$ cat config.mk
export PLATFORM = sky130hd
export DESIGN_NAME = bin2bcd_seq_flat
export DESIGN_NICKNAME = d
export VERILOG_FILES = /design/src/rtl/bin2bcd_if.sv /design/src/rtl/bin2bcd_seq.sv /design/src/flat_wrapper.sv
export SDC_FILE = /design/constraint.sdc
export NUM_CORES = 1
export LEC_CHECK = 0
export CORE_MARGIN = 2
export CORE_UTILIZATION = 49
export CTS_CLUSTER_SIZE = 28
export DETAILED_ROUTE_END_ITERATION = 16
export GPL_TIMING_DRIVEN = 0
export PLACE_DENSITY_LB_ADDON = 0.2
export SLEW_MARGIN = 20
export SYNTH_ARGS = -nofsm -noshare
export SYNTH_HDL_FRONTEND = slang
export SYNTH_SLANG_ARGS = --single-unit
$ cat constraint.sdc
create_clock -name clk -period 2.7 [get_ports clk]
set_input_delay 0.81 -clock clk [delete_from_list [all_inputs] [get_ports clk]]
set_output_delay 0.81 -clock clk [all_outputs]
set_load 0.02 [all_outputs]
$ cat src/rtl/bin2bcd_if.sv
// Handshake and result bundle between a binary-value producer and the
// bin2bcd_seq converter that feeds the two-digit display.
interface bin2bcd_if #(
  parameter int unsigned DATA_W = 7
);
  logic              start;
  logic [DATA_W-1:0] bin_in;
  logic              busy;
  logic              done;
  logic [3:0]        digit_tens;
  logic [3:0]        digit_ones;
  logic              ovf;

  modport master (
    output start, bin_in,
    input  busy, done, digit_tens, digit_ones, ovf
  );

  modport slave (
    input  start, bin_in,
    output busy, done, digit_tens, digit_ones, ovf
  );
endinterface

$ cat src/rtl/bin2bcd_seq.sv
// Sequential double-dabble converter: one bit per clock, saturating to 99
// with an overflow flag, holding the last result for the display stage.
module bin2bcd_seq #(
  parameter int unsigned DATA_W = 7
) (
  input  logic      clk,
  input  logic      nRST,
  bin2bcd_if.slave  bus
);

  localparam int unsigned CNT_W  = $clog2(DATA_W + 1);
  localparam int unsigned SCR_W  = 12;

  localparam logic [1:0] IDLE   = 2'd0;
  localparam logic [1:0] SHIFT  = 2'd1;
  localparam logic [1:0] UPDATE = 2'd2;

  logic [1:0]        state_q, state_d;
  logic [DATA_W-1:0] bin_q,   bin_d;
  logic [SCR_W-1:0]  scr_q,   scr_d;
  logic [CNT_W-1:0]  cnt_q,   cnt_d;
  logic              busy_q,  busy_d;
  logic              done_q,  done_d;
  logic [3:0]        tens_q,  tens_d;
  logic [3:0]        ones_q,  ones_d;
  logic              ovf_q,   ovf_d;
  logic [SCR_W-1:0]  adj_c;

  function automatic logic [3:0] add3(input logic [3:0] n);
    return (n >= 4'd5) ? (n + 4'd3) : n;
  endfunction

  // State and datapath registers
  always_ff @(posedge clk or negedge nRST) begin
    if (!nRST) begin
      state_q <= IDLE;
      bin_q   <= '0;
      scr_q   <= '0;
      cnt_q   <= '0;
      busy_q  <= 1'b0;
      done_q  <= 1'b0;
      tens_q  <= 4'd0;
      ones_q  <= 4'd0;
      ovf_q   <= 1'b0;
    end else begin
      state_q <= state_d;
      bin_q   <= bin_d;
      scr_q   <= scr_d;
      cnt_q   <= cnt_d;
      busy_q  <= busy_d;
      done_q  <= done_d;
      tens_q  <= tens_d;
      ones_q  <= ones_d;
      ovf_q   <= ovf_d;
    end
  end

  // Next-state and datapath logic
  always_comb begin
    state_d = state_q;
    bin_d   = bin_q;
    scr_d   = scr_q;
    cnt_d   = cnt_q;
    busy_d  = busy_q;
    done_d  = 1'b0;
    tens_d  = tens_q;
    ones_d  = ones_q;
    ovf_d   = ovf_q;
    adj_c   = {add3(scr_q[11:8]), add3(scr_q[7:4]), add3(scr_q[3:0])};

    case (state_q)
      IDLE: begin
        if (bus.start) begin
          bin_d   = bus.bin_in;
          scr_d   = '0;
          cnt_d   = CNT_W'(DATA_W);
          busy_d  = 1'b1;
          state_d = SHIFT;
        end
      end
      SHIFT: begin
        // Nibbles are corrected independently before the shift; no inter-nibble carry.
        {scr_d, bin_d} = {adj_c, bin_q} << 1;
        cnt_d = cnt_q - CNT_W'(1);
        if (cnt_d == '0) begin
          state_d = UPDATE;
        end
      end
      UPDATE: begin
        if (scr_q[11:8] != 4'd0) begin
          tens_d = 4'd9;
          ones_d = 4'd9;
          ovf_d  = 1'b1;
        end else begin
          tens_d = scr_q[7:4];
          ones_d = scr_q[3:0];
          ovf_d  = 1'b0;
        end
        done_d  = 1'b1;
        busy_d  = 1'b0;
        state_d = IDLE;
      end
      default: begin
        state_d = IDLE;
        busy_d  = 1'b0;
      end
    endcase
  end

  assign bus.busy       = busy_q;
  assign bus.done       = done_q;
  assign bus.digit_tens = tens_q;
  assign bus.digit_ones = ones_q;
  assign bus.ovf        = ovf_q;

endmodule

$ cat src/flat_wrapper.sv
// flat-port wrapper written by rule: the top's interface ports become plain ports
module bin2bcd_seq_flat 
#(
  parameter int unsigned DATA_W = 7
)
  (clk, nRST, bus_start, bus_bin_in, bus_busy, bus_done, bus_digit_tens, bus_digit_ones, bus_ovf);
  bin2bcd_if #(.DATA_W(DATA_W)) bus_i ();
  input  logic clk;
  input  logic nRST;
  input wire logic [$bits(bus_i.start)-1:0] bus_start;
  input wire logic [$bits(bus_i.bin_in)-1:0] bus_bin_in;
  output wire logic [$bits(bus_i.busy)-1:0] bus_busy;
  output wire logic [$bits(bus_i.done)-1:0] bus_done;
  output wire logic [$bits(bus_i.digit_tens)-1:0] bus_digit_tens;
  output wire logic [$bits(bus_i.digit_ones)-1:0] bus_digit_ones;
  output wire logic [$bits(bus_i.ovf)-1:0] bus_ovf;
  assign bus_i.start = bus_start;
  assign bus_i.bin_in = bus_bin_in;
  assign bus_busy = bus_i.busy;
  assign bus_done = bus_i.done;
  assign bus_digit_tens = bus_i.digit_tens;
  assign bus_digit_ones = bus_i.digit_ones;
  assign bus_ovf = bus_i.ovf;
  bin2bcd_seq #(.DATA_W(DATA_W)) u_core (.clk(clk), .nRST(nRST), .bus(bus_i));
endmodule
-- Word level (Yosys, flattened, before mapping)
Index checks and enable logic that the tools add are counted.
- add/sub/neg operators: 4
- magnitude comparators: 3
- equality and inequality tests: 4
- muxes and demuxes: 18
- bitwise gates (word level): 1
- reductions and logical operators: 7
- operators with widths (cell ; count):
    case mux 12 bit (2 select lines) ; 1
    two-way mux 4 bit ; 4
    case mux 7 bit (2 select lines) ; 1
    >= comparator 4 x 3 -> 1 bit (second input constant) ; 3
    two-way mux 12 bit ; 1
    adder 4 x 2 -> 4 bit (second input constant) ; 2
    two-way mux 7 bit ; 1
    two-way mux 3 bit ; 2
    case mux 3 bit (2 select lines) ; 1
    AND reduction 2 bit ; 3
    two-way mux 2 bit ; 2
    case mux 2 bit (2 select lines) ; 1
    nonzero test 4 bit ; 1
    adder 3 x 2 -> 3 bit (second input constant) ; 1
    logical NOT 3 bit ; 1
    two-way mux 1 bit ; 3
    subtractor 3 x 1 -> 3 bit (second input constant) ; 1
    equality test 2 x 1 -> 1 bit (second input constant) ; 1
    equality test 2 bit (second input constant) ; 1
    logical NOT 2 bit ; 1
    inequality test 2 x 1 -> 1 bit (second input constant) ; 1
    inequality test 2 bit (second input constant) ; 1
    case mux 1 bit (2 select lines) ; 1
    nonzero test 2 bit ; 1
    NOT 1 bit ; 1
- bits in registers: 35
- bits of input ports: 10
- output and inout bits: 11

-- Longest topological paths before layout
Gate-level depths: netlist of run 1.
- depth in word-level cells: 4
- mapped depth: 6
- mapped depth without buffers: 6

-- Worst setup path before layout of run 1
OpenSTA, ideal clock, no wires.
- path type: input port to flip-flop
- from: input port bus_start
- to: register u_core.scr_q[10]
- library setup time: 121 ps
- arrival time: 1381 ps
- required time: 2579 ps
- setup slack: 1198 ps
- stages on the path: 4
- buffers on the path: 1
- cells stage by stage: nor2_1 -> or2_0 -> clkbuf_1 -> a22o_1
- cells in the longest elaborated chain, start to end: 2
- ends and longest elaborated chain (element ; RTL line ; RTL):
    start, declared ; flat_wrapper.sv:10 ; input wire logic [$bits(bus_i.start)-1:0] bus_start;
    inequality test 2 bit (no line) ; -- ;
    AND reduction 2 bit (no line) ; -- ;
    end signal, assigned ; bin2bcd_seq.sv:48 ; scr_q <= scr_d;
    end, declared ; bin2bcd_seq.sv:20 ; logic [SCR_W-1:0] scr_q, scr_d;
No other way between the ends.
A chain may end at the register's enable or synchronous reset.

-- Final worst setup path of run 1
- from: register u_core.ones_q[2] (netlist: u_core.bus.digit_ones[2])
- to: output port bus_digit_ones[2]
- RTL lines (element ; RTL line ; RTL):
    start, declared ; bin2bcd_seq.sv:25 ; logic [3:0] ones_q, ones_d;
    start signal, assigned ; bin2bcd_seq.sv:53 ; ones_q <= ones_d;
    end, declared ; flat_wrapper.sv:15 ; output wire logic [$bits(bus_i.digit_ones)-1:0] bus_digit_ones;
No word-level cell between the ends.

==> metrics.md, run 1 <==
| Metric | Value |
|---|---|
| Status | `finished clean` |
| Largest net degree at the start of global routing | `21` |
| Relative slew slack | `71.97%` |
| Top-count cell post-synth | `dfrtp_1` |
| Ys async rst share | `100.0%` |
| Gr ovfl total | `0` |
| First-pass GRT wire length | `5520 um` |
| Power Dens Cells | `1250 nW/um2` |
| Via Count | `1244` |
| Proportion of layout cells with a drive suffix above 1 | `9.091%` |
| Buf/Inv on CP | `1` |
| Synth top cells by count | `dfrtp_1, nand2_1, nor2_1` |
| Max_cap viols | `0` |
| Avg Cell Area, Syn | `10.34 um2` |
| HPWL after DPL | `2495 um` |
| CTS tree | `built` |
| Hold Path Class | `in2async` |
| Vias in the first global route | `1227` |
| Syn_nets | `177` |
| DRC Markers | `0` |
| Top FF cell, synth | `dfrtp_1` |
| Post-Route Setup TNS | `0 ns` |
| Io pins | `21` |
| CP Cell Sequence | `clkdlybuf4s50_1` |
| Bufs on Longest Clock Path | `2` |
| Clock-pin slew on the worst setup and hold paths | `0.10 ns` |
| Worst setup EP type | `output port` |
| Fmax | `474.7 MHz` |
| Post-layout net count | `205` |
| Drt via density | `5.385` |
| Tmin final | `2.107 ns` |
| CTS resizes | `0` |
| Synth Register Bits | `35` |
| Slowest stage cell, crit path | `clkdlybuf4s50_1` |
| Critical Path Max Stage Delay | `0.60 ns` |
| Pwr Total | `2.476 mW` |
| CTS Sinks | `35` |
| CP max FO | `2` |
| Die width | `61.75 um` |
| GP Congestion | `0.8131` |
| # diodes | `0` |
| Cell taking the most area after synthesis | `dfrtp_1` |
| Pleak | `0.9146 nW` |
| Core Footprint | `3103 um2` |
| Row cnt | `20` |
| Skew final | `0.003975 ns` |
| Synth warn | `0` |
| Port bufs | `20` |
| Total GRT Usage | `20.38%` |
| Crit path max-delay family | `buffers and inverters` |
| H-tree Lvls | `2` |
| Number of fill cells | `276` |
| DIE AREA | `3812 um2` |
| Top post-synthesis cells by area | `dfrtp_1, ha_1, nand2_1` |
| DR iter-0 viols | `72` |
| Total wire length | `3418 um` |
| Detailed-route wire length per cell | `14.80 um` |
| Skew-Pair Late Insertion Delay | `0.33 ns` |
| WP data required | `1.89 ns` |
| Hold Buf Count CTS | `0` |
| Post-CTS Setup Bufs | `0` |
| Post-synth EDFFs | `0` |
| Max-slew violation count | `0` |
| Clk Tree Root Cell | `clkbuf_4` |
| 1st-pass router iterations | `4` |
| Post-DP Area | `1912 um2` |
| VDD IR max | `0.5139 mV` |
| Routed Antenna Nets | `0` |
| Slew @ Worst Pin | `0.4205 ns` |
| Cell area after layout | `1981 um2` |
| CTS buffer count | `5` |
| P&R area growth vs syn | `21.21%` |
| Setup-failing EPs final | `0` |
| Cell count after synthesis | `158` |
| Initial Util | `52.66%` |
| RSZ-0062 raised after global routing | `false` |
| Setup CP Type | `reg2out` |
| Critical path arrival | `1.30 ns` |
| Crit start category | `flop` |
| Die height | `61.75 um` |
| Final Cycle Share | `78.03%` |
| Antenna violations before repair | `0` |
| Mapped Area | `1634 um2` |
| Yosys cell types | `30` |
| Top cell type's share of synthesized area | `53.60%` |
| Final hold vios | `0` |
| Seq/Total Area, Yosys | `53.60%` |
[registers in the layout (all words and copies together) (netlist names)]
signal and cells:
u_core.state_q 2, u_core.bus.ovf 1, u_core.bus.done 1, u_core.scr_q 12, u_core.cnt_q 3, u_core.bin_q 7, u_core.bus.digit_tens 4, u_core.bus.digit_ones 4
u_core.bus.busy 1
[power breakdown]
group	internal (mW)	total, mW	switching, mW
sequential	0.757	0.912	0.154
clock	0.153	0.321	0.168
combinational	0.560	1.24	0.684
total	1.47	2.48	1.01
[layer usage]
| layer | wire [um] | global-route usage, % |
|---|---|---|
| met1 | 1606 | 25.91 |
| met2 | 1637 | 33.53 |
| met3 | 153 | 6.004 |
| met4 | 21 | 6.687 |
| met5 | 0 | 0 |
[final timing paths]
path,start,endpoint,slack [ns],cells after the start
worst max register to register,u_core.scr_q[4],u_core.scr_q[6],1.09,6
min in group clk,u_core.bus.digit_tens[1],u_core.bus.digit_tens[1],0.49,2
worst min register to register,u_core.bus.digit_tens[1],u_core.bus.digit_tens[1],0.49,2
worst min-delay path,nRST,u_core.bin_q[0],0.39,1
max in group asynchronous,nRST,u_core.bus.digit_ones[3],1.87,2
worst max-delay path,u_core.bus.digit_ones[2],bus_digit_ones[2],0.59,1
[layout make-up]
type	instances	area, um2	share of cell area [%]
flip-flops and latches	35	875.8	44.22
multi-input cells	106	681.9	34.43
repair buffers	21	222.7	11.24
clock buffers	8	68.82	3.474
well taps	44	55.05	2.780
plain buffers	7	38.79	1.958
inverters	10	37.54	1.895
[kinds of logic after synthesis]
family / share of synthesized area, %
xor gates and xnor gates: 2.680
AOI/OAI and AO/OA: 18.07
and+or+nand+nor: 12.25
buffers and inverters: 4.669
DFF: 53.60
adders and majority gates: 6.891
muxes: 1.838
[per-stage QoR]
stage | utilization [%] | setup slack, ns | std cells | hold slack (ns)
final | 63.83 | 0.5933 | 231 | 0.3942
after global routing | 63.83 | 0.5141 | 231 | 0.4008
after CTS | 63.83 | 0.5759 | 231 | 0.3950
after detailed placement | 61.61 | 0.4810 | 223 | 0.4751
after global placement | 60.89 | 0.1285 | 222 | 0.4681
after floorplan | - | 1.198 | 158 | 0.4634
[placed cells by master (no fill, tap or decap), drive strengths merged]
master | netlist | routed
a21oi | 9 | 9
nand2b | 4 | 4
xor2 | 1 | 1
a32o | 3 | 3
or2 | 1 | 1
o22ai | 4 | 4
mux2i | 3 | 3
a22o | 5 | 5
inv | 10 | 10
and3 | 2 | 2
o32ai | 1 | 1
nand3 | 1 | 1
dfrtp | 35 | 35
o31ai | 3 | 3
o22a | 2 | 2
a31oi | 6 | 6
clkbuf | 2 | 10
a22oi | 2 | 2
o21ai | 10 | 10
ha | 9 | 9
nor2 | 13 | 13
xnor2 | 4 | 4
clkdlybuf4s50 | 0 | 19
buf | 5 | 7
nand2 | 18 | 18
nor3b | 1 | 1
nor2b | 4 | 4
Power figures use the tool's default switching activity.
==> inputs of run 2 (changes only) <==
clock period = 2.1 ns   (was 2.7 ns; I/O delays follow)
==> results of run 2 <==
The final DEF is identical to that of run 1. Status: finished clean.
Among the figures that moved: setup slack after placement 0.4810 ns -> 0.06101 ns; setup slack after layout 0.5933 ns -> 0.1733 ns; hold slack 0.3942 ns -> 0.2142 ns; register-to-register setup slack 1.09 ns -> 0.49 ns; total power 2.476 mW -> 3.184 mW; worst IR drop on VDD 0.5139 mV -> 0.6607 mV
==> inputs of run 3 (changes only) <==
GPL_TIMING_DRIVEN = default   (was 0)
==> run 3 against run 2 <==
Fmax decreased by 2.1%. Final area decreased by 1.4%. Largest cell class unchanged. Register-to-register slack about the same. Flip-flop and latch count unchanged. Via count increased by 0.40%.
==> metrics.md, run 3 (synthesized netlist as in run 1, its figures left out) <==
| Metric | Value |
|---|---|
| Routed Antenna Nets | `0` |
| VDD IR max | `0.6405 mV` |
| Bufs on Longest Clock Path | `2` |
| Post-Route Setup TNS | `0 ns` |
| HPWL after DPL | `2260 um` |
| Critical path arrival | `1.34 ns` |
| Critical Path Max Stage Delay | `0.62 ns` |
| 1st-pass router iterations | `4` |
| Worst setup EP type | `output port` |
| Via Count | `1249` |
| R2r startpoint | `u_core.scr_q[0]` |
| Crit path max-delay family | `buffers and inverters` |
| Clock-pin slew on the worst setup and hold paths | `0.11 ns` |
| Vias in the first global route | `1175` |
| # diodes | `0` |
| GP Congestion | `0.7806` |
| Final hold vios | `0` |
| CTS resizes | `0` |
| Commonest cells after routing, fill and taps aside | `dfrtp_1, clkdlybuf4s50_1, nand2_1, nor2_1, o21ai_0` |
| Post-CTS Setup Bufs | `0` |
| DR iter-0 viols | `79` |
| CTS Sinks | `35` |
| CP max FO | `2` |
| Largest net degree at the start of global routing | `36` |
| RSZ-0062 raised after global routing | `false` |
| Min-Delay Startpoint | `u_core.bin_q[5]` |
| Largest regs | `u_core.scr_q (12), u_core.bin_q (7)` |
| Antenna violations before repair | `0` |
| Clk Tree Root Cell | `clkbuf_4` |
| Power Dens Cells | `1609 nW/um2` |
| Tmin final | `1.968 ns` |
| Hold Path End | `u_core.bin_q[6]` |
| Port bufs | `20` |
| Total GRT Usage | `19.81%` |
| Proportion of layout cells with a drive suffix above 1 | `7.650%` |
| Detailed-route wire length per cell | `13.69 um` |
| Skew-Pair Late Insertion Delay | `0.34 ns` |
| Setup CP Type | `reg2out` |
| DRC Markers | `0` |
| First-pass GRT wire length | `5250 um` |
| Crit start category | `flop` |
| Pwr Total | `3.143 mW` |
| Max-slew violation count | `0` |
| Core Footprint | `3103 um2` |
| P&R area growth vs syn | `19.53%` |
| CP Cell Sequence | `clkdlybuf4s50_1` |
| Worst reg2reg endpoint | `u_core.scr_q[2]` |
| Max reg flops | `12` |
| Max_cap viols | `0` |
| Slew @ Worst Pin | `0.5821 ns` |
| R2R Setup Slk | `0.49 ns` |
| WP data required | `1.47 ns` |
| Drt via density | `5.502` |
| Hold Buf Count CTS | `0` |
| Relative slew slack | `61.19%` |
| Hold Path Class | `reg2reg` |
| CTS tree | `built` |
| CTS buffer count | `5` |
| Slowest stage cell, crit path | `clkdlybuf4s50_1` |
| Die width | `61.75 um` |
| Reg2Reg Depth | `6` |
| Die height | `61.75 um` |
| Pleak | `0.8946 nW` |
| Hold path cells | `2` |
| DIE AREA | `3812 um2` |
| H-tree Lvls | `2` |
| Fmax | `508.2 MHz` |
| Top reg by flops | `u_core.scr_q` |
| Final Cycle Share | `93.70%` |
| Leading cell type in the layout, fill and taps excluded | `dfrtp_1` |
| Post-layout net count | `201` |
| Status | `finished clean` |
| Initial Util | `52.66%` |
| Row cnt | `20` |
| Gr ovfl total | `0` |
| Min Hold Slack | `0.5099 ns` |
| Skew final | `0.008502 ns` |
| Io pins | `21` |
| Total wire length | `3108 um` |
| Buf/Inv on CP | `1` |
| Setup-failing EPs final | `0` |
## run 3: worst reg2reg max path: stages (launching register included)
cell and delay, ns:
dfrtp_1 0.41, inv_1 0.14, ha_1 0.21, nand2b_1 0.06
a21oi_1 0.30, mux2i_1 0.28, a22o_1 0.15
## run 3: layout make-up
cell class	instances	area, um2
Clock inverter	1	7.507
Sequential cell	35	875.8
Clock buffer	7	65.06
Multi-Input combinational cell	106	681.9
Inverter	10	37.54
Fill cell	279	1150
Timing Repair Buffer	24	230.2
Tap cell	44	55.05
## run 3: worst max path at each step
stage	startpoint	to	slack (ns)	depth (start not counted)
floorplan	u_core.scr_q[0]	u_core.scr_q[2]	0.70	6
global placement	bus_start	u_core.scr_q[3]	0.14	6
detailed placement	bus_start	u_core.scr_q[11]	0.12	6
CTS	u_core.bus.digit_ones[0]	bus_digit_ones[0]	0.12	1
global route	u_core.bus.digit_ones[2]	bus_digit_ones[2]	0.06	1
finish	u_core.bus.digit_ones[0]	bus_digit_ones[0]	0.13	1
## run 3: where the power goes
part | switching (mW) | internal [mW] | leakage (nW) | total, mW
logic | 0.830 | 0.695 | 0.420 | 1.53
clock network | 0.229 | 0.196 | 0.0375 | 0.424
registers | 0.219 | 0.974 | 0.437 | 1.19
## run 3: through the flow
stage | cells | worst slack, ns | util (%) | area [um2]
2_1_floorplan | 158 | 0.7004 | - | 1634
3_3_place_gp | 219 | 0.1419 | 60.60 | 1881
3_5_place_dp | 219 | 0.1182 | 60.60 | 1881
4_1_cts | 227 | 0.1242 | 62.94 | 1953
5_1_grt | 227 | 0.06443 | 62.94 | 1953
6_report | 227 | 0.1324 | 62.94 | 1953
## run 3: per-layer routing
metal / GRT usage, % / part of all wire [%] / vias to the layer above
met4: 7.903 / 1.8 / 0
met1: 24.70 / 45 / 601
li1: - / - / 601
met3: 8.696 / 6.4 / 7
met5: 0 / 0 / -
met2: 30.38 / 47 / 40
